==> config.mk <==
export PLATFORM = sky130hd
export DESIGN_NAME = token_pass_sequencer
export DESIGN_NICKNAME = d
export VERILOG_FILES = /design/src/rtl/token_pass_sequencer.sv
export SDC_FILE = /design/constraint.sdc
export NUM_CORES = 1
export LEC_CHECK = 0
export CORE_UTILIZATION = 29
export DETAILED_ROUTE_END_ITERATION = 6
export HOLD_SLACK_MARGIN = 0.12
export PLACE_DENSITY = 0.56
export SLEW_MARGIN = 40
export SYNTH_ARGS = -nofsm -noshare
export SYNTH_HDL_FRONTEND = slang
export SYNTH_SLANG_ARGS = --single-unit
==> constraint.sdc <==
create_clock -name clk -period 4.53 [get_ports clk]
set_clock_uncertainty 0.1 [all_clocks]
set_input_delay 0.906 -clock clk [delete_from_list [all_inputs] [get_ports clk]]
set_output_delay 0.906 -clock clk [all_outputs]
set_load 0.01 [all_outputs]
==> src/rtl/token_pass_sequencer.sv <==
// rtl/token_pass_sequencer.sv - walks one layer's n/oc/ic tile loop nest and issues token_engine passes
//
// Purpose: for every (n, oc, ic) tile of a layer, present GLB base addresses,
//   is_bias and real channel counts, pulse pass_start_o, then wait for
//   pass_done_i. ic is the innermost loop, n the outermost. Ipsum accumulates
//   in place, so ipsum_addr_o always equals opsum_addr_o.
//
// Ports:
//   clk, rst                      clock, synchronous active-high reset
//   layer_start_i                 pulse in IDLE: latch descriptor, begin layer
//   num_{n,oc,ic}_tiles_i         tile counts (any zero -> empty layer)
//   ic_last_real_i/oc_last_real_i channel counts of the last IC/OC tile
//   *_base_i, *_tile_bytes_i      layer base addresses and per-tile strides
//   pass_done_i                   pass completion from token_engine (WAIT only)
//   pass_start_o                  1-cycle pulse per pass
//   weight/ifmap/bias/ipsum/opsum_addr_o, is_bias_o, ic_real_o, oc_real_o
//                                 per-pass parameters, stable START..NEXT
//   busy_o                        high outside IDLE
//   layer_done_o                  1-cycle pulse at layer end
module token_pass_sequencer #(
  parameter int ADDR_W  = 32,
  parameter int CNT_W   = 8,
  parameter int TILE_CH = 32
) (
  input  logic              clk,
  input  logic              rst,
  input  logic              layer_start_i,
  input  logic [CNT_W-1:0]  num_n_tiles_i,
  input  logic [CNT_W-1:0]  num_oc_tiles_i,
  input  logic [CNT_W-1:0]  num_ic_tiles_i,
  input  logic [7:0]        ic_last_real_i,
  input  logic [7:0]        oc_last_real_i,
  input  logic [ADDR_W-1:0] weight_base_i,
  input  logic [ADDR_W-1:0] ifmap_base_i,
  input  logic [ADDR_W-1:0] bias_base_i,
  input  logic [ADDR_W-1:0] opsum_base_i,
  input  logic [ADDR_W-1:0] w_tile_bytes_i,
  input  logic [ADDR_W-1:0] if_tile_bytes_i,
  input  logic [ADDR_W-1:0] b_tile_bytes_i,
  input  logic [ADDR_W-1:0] op_tile_bytes_i,
  input  logic              pass_done_i,
  output logic              pass_start_o,
  output logic [ADDR_W-1:0] weight_addr_o,
  output logic [ADDR_W-1:0] ifmap_addr_o,
  output logic [ADDR_W-1:0] bias_addr_o,
  output logic [ADDR_W-1:0] ipsum_addr_o,
  output logic [ADDR_W-1:0] opsum_addr_o,
  output logic              is_bias_o,
  output logic [7:0]        ic_real_o,
  output logic [7:0]        oc_real_o,
  output logic              busy_o,
  output logic              layer_done_o
);

  localparam logic [2:0] S_IDLE  = 3'd0;
  localparam logic [2:0] S_LOAD  = 3'd1;
  localparam logic [2:0] S_START = 3'd2;
  localparam logic [2:0] S_WAIT  = 3'd3;
  localparam logic [2:0] S_NEXT  = 3'd4;
  localparam logic [2:0] S_DONE  = 3'd5;

  localparam logic [7:0]       FULL_CH = 8'(TILE_CH);
  localparam logic [CNT_W-1:0] CNT_ONE = CNT_W'(1);

  logic [2:0] state;

  // Latched layer descriptor
  logic [CNT_W-1:0]  num_n, num_oc, num_ic;
  logic [7:0]        ic_last_real, oc_last_real;
  logic [ADDR_W-1:0] weight_base, ifmap_base, bias_base, opsum_base;
  logic [ADDR_W-1:0] w_stride, if_stride, b_stride, op_stride;

  // Loop indices and address accumulators
  logic [CNT_W-1:0]  n_idx, oc_idx, ic_idx;
  logic [ADDR_W-1:0] w_acc, if_acc, if_row, b_acc, op_acc;
  logic              is_bias_q;
  logic [7:0]        ic_real_q, oc_real_q;

  logic              ic_at_last, oc_at_last, n_at_last, any_zero;
  logic [CNT_W-1:0]  ic_nxt, oc_nxt;

  always_comb begin
    ic_at_last = (ic_idx == num_ic - CNT_ONE);
    oc_at_last = (oc_idx == num_oc - CNT_ONE);
    n_at_last  = (n_idx  == num_n  - CNT_ONE);
    ic_nxt     = ic_at_last ? '0 : ic_idx + CNT_ONE;
    oc_nxt     = !ic_at_last ? oc_idx : (oc_at_last ? '0 : oc_idx + CNT_ONE);
    any_zero   = (num_n == '0) || (num_oc == '0) || (num_ic == '0);
  end

  always_ff @(posedge clk) begin
    if (rst) begin
      state        <= S_IDLE;
      num_n        <= '0;
      num_oc       <= '0;
      num_ic       <= '0;
      ic_last_real <= '0;
      oc_last_real <= '0;
      weight_base  <= '0;
      ifmap_base   <= '0;
      bias_base    <= '0;
      opsum_base   <= '0;
      w_stride     <= '0;
      if_stride    <= '0;
      b_stride     <= '0;
      op_stride    <= '0;
      n_idx        <= '0;
      oc_idx       <= '0;
      ic_idx       <= '0;
      w_acc        <= '0;
      if_acc       <= '0;
      if_row       <= '0;
      b_acc        <= '0;
      op_acc       <= '0;
      is_bias_q    <= 1'b0;
      ic_real_q    <= '0;
      oc_real_q    <= '0;
    end else begin
      case (state)
        S_IDLE: begin
          if (layer_start_i) begin
            num_n        <= num_n_tiles_i;
            num_oc       <= num_oc_tiles_i;
            num_ic       <= num_ic_tiles_i;
            ic_last_real <= ic_last_real_i;
            oc_last_real <= oc_last_real_i;
            weight_base  <= weight_base_i;
            ifmap_base   <= ifmap_base_i;
            bias_base    <= bias_base_i;
            opsum_base   <= opsum_base_i;
            w_stride     <= w_tile_bytes_i;
            if_stride    <= if_tile_bytes_i;
            b_stride     <= b_tile_bytes_i;
            op_stride    <= op_tile_bytes_i;
            state        <= S_LOAD;
          end
        end
        S_LOAD: begin
          n_idx     <= '0;
          oc_idx    <= '0;
          ic_idx    <= '0;
          w_acc     <= weight_base;
          if_acc    <= ifmap_base;
          if_row    <= ifmap_base;
          b_acc     <= bias_base;
          op_acc    <= opsum_base;
          is_bias_q <= 1'b1;
          ic_real_q <= (num_ic == CNT_ONE) ? ic_last_real : FULL_CH;
          oc_real_q <= (num_oc == CNT_ONE) ? oc_last_real : FULL_CH;
          state     <= any_zero ? S_DONE : S_START;
        end
        S_START: state <= S_WAIT;
        S_WAIT: begin
          if (pass_done_i) state <= S_NEXT;
        end
        S_NEXT: begin
          if (ic_at_last && oc_at_last && n_at_last) begin
            state <= S_DONE;
          end else begin
            state     <= S_START;
            ic_idx    <= ic_nxt;
            oc_idx    <= oc_nxt;
            is_bias_q <= ic_at_last;
            ic_real_q <= (ic_nxt == num_ic - CNT_ONE) ? ic_last_real : FULL_CH;
            oc_real_q <= (oc_nxt == num_oc - CNT_ONE) ? oc_last_real : FULL_CH;
            if (!ic_at_last) begin
              w_acc  <= w_acc + w_stride;
              if_acc <= if_acc + if_stride;
            end else begin
              // opsum index n*num_oc+oc advances by one on every ic wrap
              op_acc <= op_acc + op_stride;
              if (!oc_at_last) begin
                // weight index oc*num_ic+ic keeps counting; ifmap rewinds to the row of this n
                w_acc  <= w_acc + w_stride;
                if_acc <= if_row;
                b_acc  <= b_acc + b_stride;
              end else begin
                // new n: ic was at its last value, so the next ifmap row starts one stride on
                n_idx  <= n_idx + CNT_ONE;
                w_acc  <= weight_base;
                if_acc <= if_acc + if_stride;
                if_row <= if_acc + if_stride;
                b_acc  <= bias_base;
              end
            end
          end
        end
        S_DONE:  state <= S_IDLE;
        default: state <= S_IDLE;
      endcase
    end
  end

  assign pass_start_o  = (state == S_START);
  assign layer_done_o  = (state == S_DONE);
  assign busy_o        = (state != S_IDLE);
  assign weight_addr_o = w_acc;
  assign ifmap_addr_o  = if_acc;
  assign bias_addr_o   = b_acc;
  assign opsum_addr_o  = op_acc;
  assign ipsum_addr_o  = op_acc;
  assign is_bias_o     = is_bias_q;
  assign ic_real_o     = ic_real_q;
  assign oc_real_o     = oc_real_q;

endmodule

==> flow_summary.toml <==
[critical_path]
timing.rr.start = "num_ic[0]"
startpoint_type = "flip-flop"
crit_path_max_fanout = 41
crit_required_ps = 4980
crit_path_top_delay_cell = "dfxtp_1"
cp.arrival_ps = 4590
reg2reg_slack_ps = 400
end_kind = "flip-flop"
cp_cell_sequence = "inv_1, ha_1, xnor2_1, xnor2_1, nor3_1, o2111ai_2, nor2_4, nor2_1, a21oi_4, buf_12, buf_12, and3_1, a21oi_1, a31oi_1"
cp_slowest_stage_delay_ps = 550
r2r_cells = 14
cp_top_family = "simple AND/OR/NAND/NOR gates"
rr_endpoint = "bias_addr_o[18]"
crit_buf_inv = 3
worstSetupPathType = "flip-flop to flip-flop"

[logic_synthesis]
synth.ff_latch_count = 500
syn_area_um2 = 27300
synth-edff-count = 0
yosysWarningCount = 0
ys.flop_type = "dfxtp_1"
synth_nets = 4006
synth_cell_type_count = 87
netlist_instances = 3567
ys_seq_area_share_pct = 36.6
async_flop_share_pct = 0
syn_avg_cell_area_um2 = 7.67

[sta]
finalHoldViolCount = 0
worstMarginPinSlew_ps = 812
slew_viol_final = 0
min_period_ps = 4130
fmax_mhz = 242
grt_setup_unrepaired = "false"
fin_crit_sh_pct = 91.2
tns_ps = 0
max-slew-margin-rel_pct = 45.3
finalSetupViolCount = 0

[pwr]
clkPwrFrac_pct = 29.2
pwr_density_cell_nw_per_um2 = 469
intPower_mw = 10.4
cellLeakagePower_nw = 13.6
p_switching_mw = 6.08
vdd_ir_drop_max_uv = 289
combPwrFrac_pct = 35.9
switching_share_pct = 36.8
power_frac_seq_pct = 34.9

[finish]
layout_common_cells = "nand2_1 (832), dfxtp_1 (500), a21oi_1 (493), clkdlybuf4s50_1 (478), nor2_1 (241)"
area_growth_pct = 28.7
layout-drive-gt1-share_pct = 5.05
layout_commonest_cell = "nand2_1"
nNetsFinal = 4339
final_core_util_pct = 37.7

[clock_tree]
root_buffer = "clkbuf_16"
cts_buffers = 59
clkTransAtPathRegs_ps = 60
ctsHoldBuffers = 0
cts_setup_buffers = 0
cts.sinks = 500
cts_resized = 0
clk_latency_ps = 640
cts_buffer_depth = 3
htreeDepth = 2
tritoncts = "built"

[floorplanning]
rows = 112
die_x_um = 309
core_um2 = 93300
pin_count = 480
initial_core_util_pct = 29.3
die_area_um2 = 95500
dieHeight_um = 309

[detailed_routing]
ant_nets = 0
firstDrtPassIters = 5
via_count = 26604
wirelength_mm = 97.4
via_per_inst = 5.12
post_drt_wl_per_cell_um = 18.7
drc = 0
drt-initial-drc-count = 1448

[placement]
dp_hpwl_mm = 70.5
port_buffers = 479
gp_congestion = 0.877

[hold_path]
worst_hold_path_type = "flip-flop to flip-flop"
hp-start = "ic_real_o[7]"
min_delay_path_depth = 2
hold_end = "ic_real_o[7]"

[global_route]
antenna_found_initial = 14
grt_pass1_wl_mm = 147
grt_max_degree = 145
grt_pass1_vias = 25237
gr-total-overflow = 0
grt_use_total_pct = 19.6

[flow_run]
cap_violations = 0

[status]
status = "complete, no violations"
==> worst reg2reg max path: cells and delay by family (launching register included) <==
kind	cells	cell delay, ps
buffers and inverters	3	650
AO/OA/AOI/OAI	4	810
XOR/XNOR	2	370
flip-flops	1	550
adder cells (fa/ha/maj)	1	280
AND/OR/NAND/NOR	4	1310
==> synthesized netlist by cell type (all sizes together), types with 8 or more instances <==
cell type  count  area share [%]
a2111oi       17            0.59
a211o          9            0.29
a211oi        57             1.6
a21o          83             2.3
a21oi        495             9.1
a221oi        12            0.38
a22o           8            0.26
a22oi         14            0.38
a311oi        47             1.5
a31oi         28            0.64
and3          26            0.59
and4          10            0.32
buf           82             1.8
clkbuf       177             2.4
dfxtp        500              37
ha           135             6.2
inv           58            0.80
mux2i         12            0.44
nand2        835              11
nand2b        17            0.39
nand3         49            0.90
nand3b        10            0.27
nand4         23            0.53
nor2         246             3.4
nor2b         19            0.43
nor3          87             1.6
nor3b         15            0.41
nor4          21            0.60
o211a         10            0.37
o211ai        14            0.38
o21a          25            0.69
o21ai        114             2.1
o21bai        18            0.49
o22ai         13            0.32
o311ai         9            0.29
o31a          10            0.32
o31ai          9            0.25
or2           11            0.25
or3           15            0.36
or4            9            0.25
xnor2         99             3.2
xor2          33             1.1
==> cell type report <==
cell class / count / area, µm²
Multi-Input combinational cell: 2750 / 16000
Tap cell: 1254 / 1570
Fill cell: 9835 / 58100
Timing Repair Buffer: 531 / 5410
Sequential cell: 500 / 10000
Antenna cell: 2 / 5.00
Clock buffer: 77 / 1660
Inverter: 58 / 218
Clock inverter: 26 / 288
==> worst max path at each step <==
stage                    startpoint                to  cells past startpoint
floorplan           ifmap_addr_o[0]  ifmap_addr_o[28]                     14
global placement          num_ic[0]   bias_addr_o[18]                     14
detailed placement        num_ic[0]   bias_addr_o[18]                     14
CTS                       num_ic[0]   bias_addr_o[18]                     14
global route              num_ic[0]   bias_addr_o[18]                     14
finish                    num_ic[0]   bias_addr_o[18]                     14
==> sequential cells by signal, summed over array words and instances, names as in the netlist, 32 cells and up <==
| name | cells |
|---|---|
| b_stride | 32 |
| bias_addr_o | 32 |
| bias_base | 32 |
| if_row | 32 |
| if_stride | 32 |
| ifmap_addr_o | 32 |
| ifmap_base | 32 |
| ipsum_addr_o | 32 |
| op_stride | 32 |
| opsum_base | 32 |
| w_stride | 32 |
| weight_addr_o | 32 |
| weight_base | 32 |
==> per-layer routing <==
metal / wire (µm) / global-route usage [%] / up-vias / share of wire [%]
met2: 45900 / 33.3 / 706 / 47
li1: - / - / 13227 / -
met4: 2720 / 6.12 / 18 / 2.8
met1: 42900 / 24.7 / 12501 / 44
met5: 115 / 0 / - / 0.12
met3: 5770 / 3.88 / 152 / 5.9
==> per-stage QoR <==
step,std cells,setup slack (ps),cell area (µm²),power [mW],hold slack (ps)
2_1_floorplan,3567,1090,27300,9.42,329
4_1_cts,5196,402,35200,16.8,343
3_5_place_dp,5093,392,33200,11.8,335
6_report,5198,397,35200,16.5,344
3_3_place_gp,5093,482,33200,11.8,342
5_1_grt,5198,7.01,35200,17.6,366
==> cell families after synthesis <==
family          share of synthesized area [%]
flops                                    36.6
fa+ha+maj                                6.47
xor+xnor                                 4.89
simple gates                             22.3
buf+inv                                  4.98
mux                                     0.480
compound gates                           24.3
==> power by group through the flow <==
| stage | Clock (mW) | Sequential, mW | Combinational [mW] |
|---|---|---|---|
| 4_1_cts | 4.99 | 5.78 | 5.99 |
| 6_report | 4.83 | 5.76 | 5.94 |
| 5_1_grt | 5.13 | 5.85 | 6.58 |
| 3_5_place_dp | 0 | 5.87 | 5.96 |
| 2_1_floorplan | 0 | 5.70 | 3.72 |
| 3_3_place_gp | 0 | 5.87 | 5.92 |
(Power assumes the default switching activity.)
